**config.mk**
```make
export PLATFORM = sky130hd
export DESIGN_NAME = nvme_fifo_pack
export DESIGN_NICKNAME = d
export VERILOG_FILES = /design/src/rtl/nvme_fifo_pack_pkg.sv /design/src/rtl/nvme_beat_reg.sv /design/src/rtl/nvme_fifo_pack.sv
export SDC_FILE = /design/constraint.sdc
export NUM_CORES = 1
export LEC_CHECK = 0
export CAP_MARGIN = 20
export CORE_MARGIN = 5
export CORE_UTILIZATION = 57
export DETAILED_ROUTE_END_ITERATION = 8
export GPL_ROUTABILITY_DRIVEN = 1
export PLACE_DENSITY = 0.92
export SYNTH_ARGS = -nofsm -noshare
export SYNTH_HDL_FRONTEND = slang
export SYNTH_HIERARCHICAL = 1
export SYNTH_SLANG_ARGS = --single-unit
export TNS_END_PERCENT = 1
```
**constraint.sdc**
```tcl
create_clock -name clk -period 2.9 [get_ports clk]
set_input_delay 0.725 -clock clk [delete_from_list [all_inputs] [get_ports clk]]
set_output_delay 0.725 -clock clk [all_outputs]
set_load 0.01 [all_outputs]
```
**src/rtl/nvme_fifo_pack_pkg.sv**
```systemverilog
// nvme_fifo_pack_pkg: shared constants and the clog2 helper for the wide packing blocks.
package nvme_fifo_pack_pkg;
    localparam logic zero = 1'b0;
    localparam logic one = 1'b1;
    function automatic int clog2(input int v);
        int r;
        r = 0;
        for (int n = 1; n < v; n = n << 1) r++;
        return r;
    endfunction
endpackage

```
**src/rtl/nvme_beat_reg.sv**
```systemverilog
// nvme_beat_reg: valid/ready output register; loads only when free, holds its payload until taken.
module nvme_beat_reg #(
    parameter int width = 8
) (
    input  logic             clk,
    input  logic             reset,
    input  logic             i_load,
    input  logic [width-1:0] i_data,
    input  logic             i_ready,
    output logic             o_valid,
    output logic [width-1:0] o_data,
    output logic             o_free
);
    import nvme_fifo_pack_pkg::*;
    logic             r_valid;
    logic [width-1:0] r_data;
    assign o_free  = ~r_valid | i_ready;
    assign o_valid = r_valid;
    assign o_data  = r_data;
    always_ff @(posedge clk) begin
        if (reset) begin
            r_valid <= zero;
            r_data  <= '0;
        end else if (i_load) begin
            r_valid <= one;
            r_data  <= i_data;
        end else if (i_ready) begin
            r_valid <= zero;
        end
    end
endmodule

```
**src/rtl/nvme_fifo_pack.sv**
```systemverilog
// nvme_fifo_pack: packs ratio narrow FIFO words into one wide beat with word mask, last and err.
module nvme_fifo_pack
    import nvme_fifo_pack_pkg::*;
#(
    parameter int in_width  = 32,
    parameter int ratio     = 4,
    parameter int ratio_log = clog2(ratio)
) (
    input  logic                      clk,
    input  logic                      reset,
    input  logic                      i_val,
    input  logic [in_width-1:0]       i_data,
    input  logic                      i_last,
    input  logic                      i_err,
    output logic                      i_ack,
    output logic                      o_valid,
    output logic [in_width*ratio-1:0] o_data,
    output logic [ratio-1:0]          o_wmask,
    output logic                      o_last,
    output logic                      o_err,
    input  logic                      o_ready
);
    localparam int beat_w = in_width*ratio + ratio + 2;
    localparam logic [0:0] fill = 1'b0;
    localparam logic [0:0] hold = 1'b1;
    logic [0:0]                r_state;
    logic [in_width*ratio-1:0] r_data, w_data;
    logic [ratio-1:0]          r_mask, w_mask;
    logic                      r_last, r_err, w_last, w_err;
    logic [ratio_log-1:0]      r_idx;
    logic                      w_complete, w_free, w_load;
    logic [beat_w-1:0]         w_beat;
    assign i_ack = i_val & (r_state == fill);
    // w_* is the assembly as it stands after this cycle's word; in HOLD it equals the held beat.
    always_comb begin
        w_data = r_data;
        for (int k = 0; k < ratio; k++)
            if (i_ack && r_idx == ratio_log'(k)) w_data[k*in_width +: in_width] = i_data;
        w_mask = r_mask | (ratio'(i_ack) << r_idx);
        w_last = i_ack ? i_last : r_last;
        w_err  = r_err | (i_ack & i_err);
    end
    assign w_complete = i_ack & (i_last | (r_idx == ratio_log'(ratio - 1)));
    assign w_load     = (w_complete | (r_state == hold)) & w_free;
    always_ff @(posedge clk) begin
        if (reset || w_load) begin
            r_state <= fill;
            r_data  <= '0;
            r_mask  <= '0;
            r_last  <= zero;
            r_err   <= zero;
            r_idx   <= '0;
        end else if (i_ack) begin
            r_state <= w_complete ? hold : fill;
            r_data  <= w_data;
            r_mask  <= w_mask;
            r_last  <= w_last;
            r_err   <= w_err;
            r_idx   <= w_complete ? '0 : r_idx + 1'b1;
        end
    end
    nvme_beat_reg #(.width(beat_w)) u_out (
        .clk     (clk),
        .reset   (reset),
        .i_load  (w_load),
        .i_data  ({w_data, w_mask, w_last, w_err}),
        .i_ready (o_ready),
        .o_valid (o_valid),
        .o_data  (w_beat),
        .o_free  (w_free)
    );
    assign {o_data, o_wmask, o_last, o_err} = w_beat;
endmodule

```
==> results of run 1 <==
-- through the flow --
stage               hold WS [ns]  setup WS [ns]
floorplan                  0.489          0.975
global placement           0.471          0.270
detailed placement         0.482          0.221
CTS                        0.498          0.268
global route               0.528          0.197
finish                     0.494          0.273
-- per-layer routing --
| metal | vias to the layer above | part of all wire | global-route usage |
|---|---|---|---|
| met5 | - | 0 | 0 |
| met4 | 0 | 0.020 | 0.0559 |
| met3 | 30 | 0.043 | 0.0382 |
| met2 | 165 | 0.49 | 0.371 |
| met1 | 3362 | 0.44 | 0.266 |
| li1 | 3283 | - | - |
-- worst register-to-register path, delay by kind of cell, from the launching register on --
family | cells | cell delay [ns]
adders and majority gates | 1 | 0.25
buffers and inverters | 2 | 0.48
DFF | 1 | 0.42
muxes | 2 | 0.59
and+or+nand+nor | 2 | 0.17
-- registers in the layout, indices dropped and copies added (netlist names) --
register	cells
r_data	128
r_mask	4
r_err	1
r_idx	2
r_state	1
u_out/o_valid	1
u_out/o_data	134
r_last	1
-- final timing paths --
path,start,to,cells past startpoint
min reg2reg,u_out/o_data[5]$_SDFFE_PP0P_,u_out/o_data[5]$_SDFFE_PP0P_,2
max,i_val,i_ack,4
min,u_out/o_data[5]$_SDFFE_PP0P_,u_out/o_data[5]$_SDFFE_PP0P_,2
max reg2reg,r_idx[0]$_SDFFE_PP0N_,u_out/o_data[37]$_SDFFE_PP0P_,7
-- where the power goes --
group          total, uW  switching [uW]  leakage (uW)  internal [uW]
combinational        759             367       0.00309            391
sequential          3840            36.0       0.00220           3810
clock               3080            1300      0.000367           1770
total               7680            1710       0.00565           5970
-- layout make-up --
| cell class | count | area [um^2] | area share |
|---|---|---|---|
| inverter | 4 | 15.0 | 0.00112 |
| multi-input combinational | 561 | 4830 | 0.360 |
| sequential | 272 | 5450 | 0.406 |
| clock inverter | 2 | 35.0 | 0.00261 |
| tap | 234 | 293 | 0.0218 |
| timing repair buffer | 197 | 2070 | 0.155 |
| clock buffer | 39 | 718 | 0.0536 |
-- synthesized netlist by cell type --
| cell | n | area, um^2 |
|---|---|---|
| sky130_fd_sc_hd__a21o_1 | 1 | 7.51 |
| sky130_fd_sc_hd__a21oi_1 | 4 | 20.0 |
| sky130_fd_sc_hd__a31o_2 | 4 | 35.0 |
| sky130_fd_sc_hd__buf_2 | 12 | 60.1 |
| sky130_fd_sc_hd__buf_4 | 10 | 75.1 |
| sky130_fd_sc_hd__buf_6 | 19 | 214 |
| sky130_fd_sc_hd__clkbuf_1 | 16 | 60.1 |
| sky130_fd_sc_hd__clkbuf_2 | 1 | 5.00 |
| sky130_fd_sc_hd__dfxtp_1 | 272 | 5450 |
| sky130_fd_sc_hd__ha_1 | 4 | 50.1 |
| sky130_fd_sc_hd__inv_1 | 3 | 11.3 |
| sky130_fd_sc_hd__inv_2 | 1 | 3.75 |
| sky130_fd_sc_hd__mux2_2 | 18 | 203 |
| sky130_fd_sc_hd__mux2_4 | 111 | 1670 |
| sky130_fd_sc_hd__mux2i_1 | 134 | 1340 |
| sky130_fd_sc_hd__nand2_1 | 3 | 11.3 |
| sky130_fd_sc_hd__nand2b_1 | 2 | 12.5 |
| sky130_fd_sc_hd__nand3_1 | 2 | 10.0 |
| sky130_fd_sc_hd__nand3b_4 | 4 | 80.1 |
| sky130_fd_sc_hd__nor2_1 | 137 | 514 |
| sky130_fd_sc_hd__nor2b_1 | 135 | 845 |
| sky130_fd_sc_hd__o21a_1 | 1 | 7.51 |
| sky130_fd_sc_hd__o21ai_2 | 1 | 8.76 |
-- kinds of logic (layout without fill, tap and decap cells) --
kind of cell | after synthesis | after routing | share of synthesized area
multiplexers | 263 | 263 | 0.300
adder cells (fa/ha/maj) | 4 | 4 | 0.00468
AND/OR/NAND/NOR | 283 | 283 | 0.138
flip-flops | 272 | 272 | 0.510
AO/OA/AOI/OAI | 11 | 11 | 0.00738
buffers and inverters | 62 | 242 | 0.0402
==> impl_metrics.py, run 1 <==
metrics = {
    "routing": {
        "dr_total_vias": 6840,
        "drt_pre_antenna_iters": 6,
        "route.final.wire_length_um": 23500,
        "vias_per_cell": 5.23,
        "ant_nets": 0,
        "wl_per_cell_um": 18.0,
        "first_drt_iteration_drcs": 297,
        "drc": 0,
    },
    "setup_path": {
        "critical_path.startpoint_type": "input port",
        "worst_setup_path_category": "in2out",
        "worstPathRequired_ns": 2.17,
        "timing.critical_path.cells": "clkdlybuf4s50_1, nand2b_1, inv_2, clkdlybuf4s50_1",
        "endpoint_kind_of_the_worst_setup_timing_path": "output pin",
        "cpMostUsedCell": "sky130_fd_sc_hd__clkdlybuf4s50_1",
        "critical_path.top_delay_family": "buffers and inverters",
        "crit_path_max_incr_delay_ns": 0.53,
        "internal_reg_to_reg_setup_slack_ns": 0.85,
        "crit_arrival_ns": 1.90,
        "cp.buffers_inverters": 3,
        "slowest_stage": "sky130_fd_sc_hd__clkdlybuf4s50_1",
        "critical_path.max_fanout": 3,
    },
    "floorplan": {
        "initial_core_util": 0.575,
        "design.die.area_mm2": 0.0216,
        "die_span_in_x_um": 147,
        "dieHeight_um": 147,
        "floorplan.io_pins": 174,
        "placement_rows": 50,
        "core_mm2": 0.0186,
    },
    "cells_and_area": {
        "antenna-diode-count": 0,
        "post-route-util": 0.721,
        "highest_count_cells_in_the_layout_ignoring_fill_and_taps": "sky130_fd_sc_hd__dfxtp_1 (272), sky130_fd_sc_hd__clkdlybuf4s50_1 (172), sky130_fd_sc_hd__nor2_1 (137)",
        "final_cell_count_no_fill": 1309,
        "postLayoutCellArea_mm2": 0.0134,
        "mostFrequentLayoutCell": "sky130_fd_sc_hd__dfxtp_1",
        "drive_gt1_frac": 0.182,
        "final.fill_count": 1237,
        "nets": 1103,
        "syn_to_final_growth_pct": 25.4,
    },
    "clock_network": {
        "cts_buffers": 25,
        "clock_tree.buffer_depth": 3,
        "postCtsSetupBuffers": 0,
        "clock-root-buffer": "sky130_fd_sc_hd__clkbuf_16",
        "cts_resized": 0,
        "clock_insertion_delay_worst_skew_ns": 0.51,
        "h-tree-depth": 1,
        "cts.sink_count": 272,
        "clk_transition_reported_paths_ns": 0.06,
        "tritoncts": "built",
        "cts.hold.buffers_added": 0,
    },
    "timing": {
        "max_freq_mhz": 381,
        "worst_slew_pin_slew_ns": 0.635,
        "part_of_the_cycle_the_worst_path_needs": 0.906,
        "number_of_hold_slack_violations_in_the_final_timing_report": 0,
        "final_max_slew_viol_count": 0,
        "accumulated_negative_setup_slack_ns": 0,
        "setup_violations": 0,
        "final.min_clock_period_ns": 2.63,
        "slew-limit-headroom": 0.577,
        "skew_ns": 0.0196,
        "grt_setup_unrepaired": "false",
    },
    "power": {
        "power_density_mw_per_mm2": 573,
        "ir_drop_uv": 372,
        "totalPowerFinal_uw": 7680,
        "p_leak_uw": 0.00565,
    },
    "placement": {
        "dpl.cell_count": 1268,
        "place_hpwl_um": 14600,
        "portBuffers": 173,
        "placement.cell_area_mm2": 0.0127,
        "gp_congestion": 0.780,
    },
    "global_route": {
        "grt_first_pass_wirelength_um": 38000,
        "grt.total_usage": 0.210,
        "grt_pass1_vias": 7353,
        "grt_antenna_before_repair": 0,
        "largest_net_degree_at_the_start_of_global_routing": 136,
        "gr-total-overflow": 0,
    },
    "yosys": {
        "syn_area_mm2": 0.0107,
        "synth_cell_type_count": 23,
        "yosys_warnings": 6,
        "synthesized_instance_count": 895,
        "synth_seq_area_share": 0.510,
        "synth.ff_latch_count": 272,
        "synth_fp_nets": 937,
        "synth_area_per_cell_um2": 11.9,
    },
    "worst_hold_path": {
        "hold_path.class": "reg2reg",
    },
    "status": {
        "outcome": "finished, final reports clean",
    },
    "job": {
        "maxCapViolations": 0,
    },
}
Note: power is estimated with default switching activity, not from simulation.
==> inputs of run 2 (changes only) <==
CORE_ASPECT_RATIO = 0.7   (was not set)
==> run 2 against run 1 <==
Compared with the run above:
- worst hold slack is essentially flat
- final cell count grew 0.15%
- via count grew 1.3%
- final area grew 0.71%
- sequential power is essentially flat
- critical path depth is the same
- utilization grew 2.0 points
- register-to-register slack lost 0.11 ns
- sequential share of layout area shrank 0.29 points
- fmax shrank 0.54%
- non-clock buffer count grew 1
- clock skew shrank 0.011 ns
==> impl_metrics.py, run 2 (synthesis results as in run 1) <==
metrics = {
    "floorplan": {
        "placement_rows": 41,
        "floorplan.io_pins": 174,
        "design.die.area_mm2": 0.0216,
        "core_mm2": 0.0182,
        "die_span_in_x_um": 174,
        "dieHeight_um": 125,
        "initial_core_util": 0.587,
    },
    "timing": {
        "setup_violations": 0,
        "final.min_clock_period_ns": 2.64,
        "fin_worst_hold_slack_ns": 0.495,
        "worst_slew_pin_slew_ns": 0.662,
        "grt_setup_unrepaired": "false",
        "skew_ns": 0.00837,
        "max_freq_mhz": 379,
        "slew-limit-headroom": 0.558,
        "final_max_slew_viol_count": 0,
        "accumulated_negative_setup_slack_ns": 0,
        "number_of_hold_slack_violations_in_the_final_timing_report": 0,
        "part_of_the_cycle_the_worst_path_needs": 0.911,
    },
    "clock_network": {
        "clock_insertion_delay_worst_skew_ns": 0.50,
        "cts_buffers": 25,
        "clock-root-buffer": "sky130_fd_sc_hd__clkbuf_16",
        "h-tree-depth": 1,
        "cts.sink_count": 272,
        "clock_tree.buffer_depth": 3,
        "postCtsSetupBuffers": 0,
        "cts_resized": 0,
        "cts.hold.buffers_added": 0,
        "clk_transition_reported_paths_ns": 0.06,
        "tritoncts": "built",
    },
    "routing": {
        "drt_pre_antenna_iters": 5,
        "drc": 0,
        "route.final.wire_length_um": 24300,
        "dr_total_vias": 6927,
        "first_drt_iteration_drcs": 416,
        "ant_nets": 0,
        "vias_per_cell": 5.28,
        "wl_per_cell_um": 18.5,
    },
    "placement": {
        "portBuffers": 173,
        "place_hpwl_um": 15200,
        "gp_congestion": 0.781,
    },
    "setup_path": {
        "critical_path.max_fanout": 3,
        "worst_setup_path_category": "in2out",
        "critical_path.startpoint_type": "input port",
        "worstPathRequired_ns": 2.17,
        "endpoint_kind_of_the_worst_setup_timing_path": "output pin",
        "crit_arrival_ns": 1.92,
        "timing.reg2reg.worst_path_depth": 7,
    },
    "cells_and_area": {
        "syn_to_final_growth_pct": 26.3,
        "nets": 1104,
        "mostFrequentLayoutCell": "sky130_fd_sc_hd__dfxtp_1",
        "number_of_flip_flops_under_the_largest_register_name": 134,
        "antenna-diode-count": 0,
        "drive_gt1_frac": 0.192,
        "highest_count_cells_in_the_layout_ignoring_fill_and_taps": "sky130_fd_sc_hd__dfxtp_1 (272), sky130_fd_sc_hd__clkdlybuf4s50_1 (172), sky130_fd_sc_hd__nor2_1 (137)",
    },
    "status": {
        "outcome": "finished, final reports clean",
    },
    "global_route": {
        "grt_first_pass_wirelength_um": 38900,
        "gr-total-overflow": 0,
        "largest_net_degree_at_the_start_of_global_routing": 136,
        "grt_antenna_before_repair": 0,
        "grt_pass1_vias": 7265,
        "grt.total_usage": 0.214,
    },
    "power": {
        "ir_drop_uv": 470,
        "power_density_mw_per_mm2": 591,
        "p_leak_uw": 0.00571,
    },
    "worst_hold_path": {
        "hold_path.class": "reg2reg",
        "min_path_cells": 2,
    },
    "job": {
        "maxCapViolations": 0,
    },
}
-- run 2: cell count changes in the layout (fill, tap and decap cells not counted), sizes merged --
| cell | before | now |
|---|---|---|
| buf | 25 | 26 |
| clkinv | 1 | 6 |
| clkbuf | 39 | 29 |
| clkinvlp | 0 | 1 |
| bufinv | 1 | 4 |
-- run 2: final timing paths --
check,startpoint,endpoint,slack [ns]
min reg2reg,u_out/o_data[62]$_SDFFE_PP0P_,u_out/o_data[62]$_SDFFE_PP0P_,0.49
max,i_val,i_ack,0.26
max reg2reg,r_idx[0]$_SDFFE_PP0N_,u_out/o_data[23]$_SDFFE_PP0P_,0.74
min,u_out/o_data[62]$_SDFFE_PP0P_,u_out/o_data[62]$_SDFFE_PP0P_,0.49
-- run 2: stage by stage --
step / power (uW) / worst slack (ns) / util / std cells / instance area [um^2]
floorplan: 4420 / 0.975 / - / 895 / 10700
global placement: 4670 / 0.287 / 0.695 / 1271 / 12700
detailed placement: 4690 / 0.192 / 0.695 / 1271 / 12700
CTS: 8040 / 0.258 / 0.741 / 1311 / 13500
global route: 8240 / 0.220 / 0.741 / 1311 / 13500
finish: 7980 / 0.259 / 0.741 / 1311 / 13500
-- run 2: cell type report --
type                       count  area (um^2)
fill                        1159         4710
inverter                       4         15.0
clock buffer                  29          681
multi-input combinational    561         4830
sequential                   272         5450
tap                          236          295
timing repair buffer         198         2080
clock inverter                11          158
-- run 2: critical path: stages --
cell and delay [ns]:
sky130_fd_sc_hd__clkdlybuf4s50_1 0.49, sky130_fd_sc_hd__nand2b_1 0.10, sky130_fd_sc_hd__inv_2 0.07, sky130_fd_sc_hd__clkdlybuf4s50_1 0.53
-- run 2: power by group --
part / switching [uW] / internal, uW
Sequential: 35.0 / 3810
Clock: 1350 / 2020
Combinational: 377 / 395
-- run 2: metal layers --
metal	part of all wire	GRT usage	wire length, um	vias to the layer above
met1	0.48	0.308	11600	3400
met4	0.017	0.0442	414	0
met5	0	0	0	-
met2	0.45	0.334	10900	201
met3	0.055	0.0437	1340	32
li1	-	-	-	3294
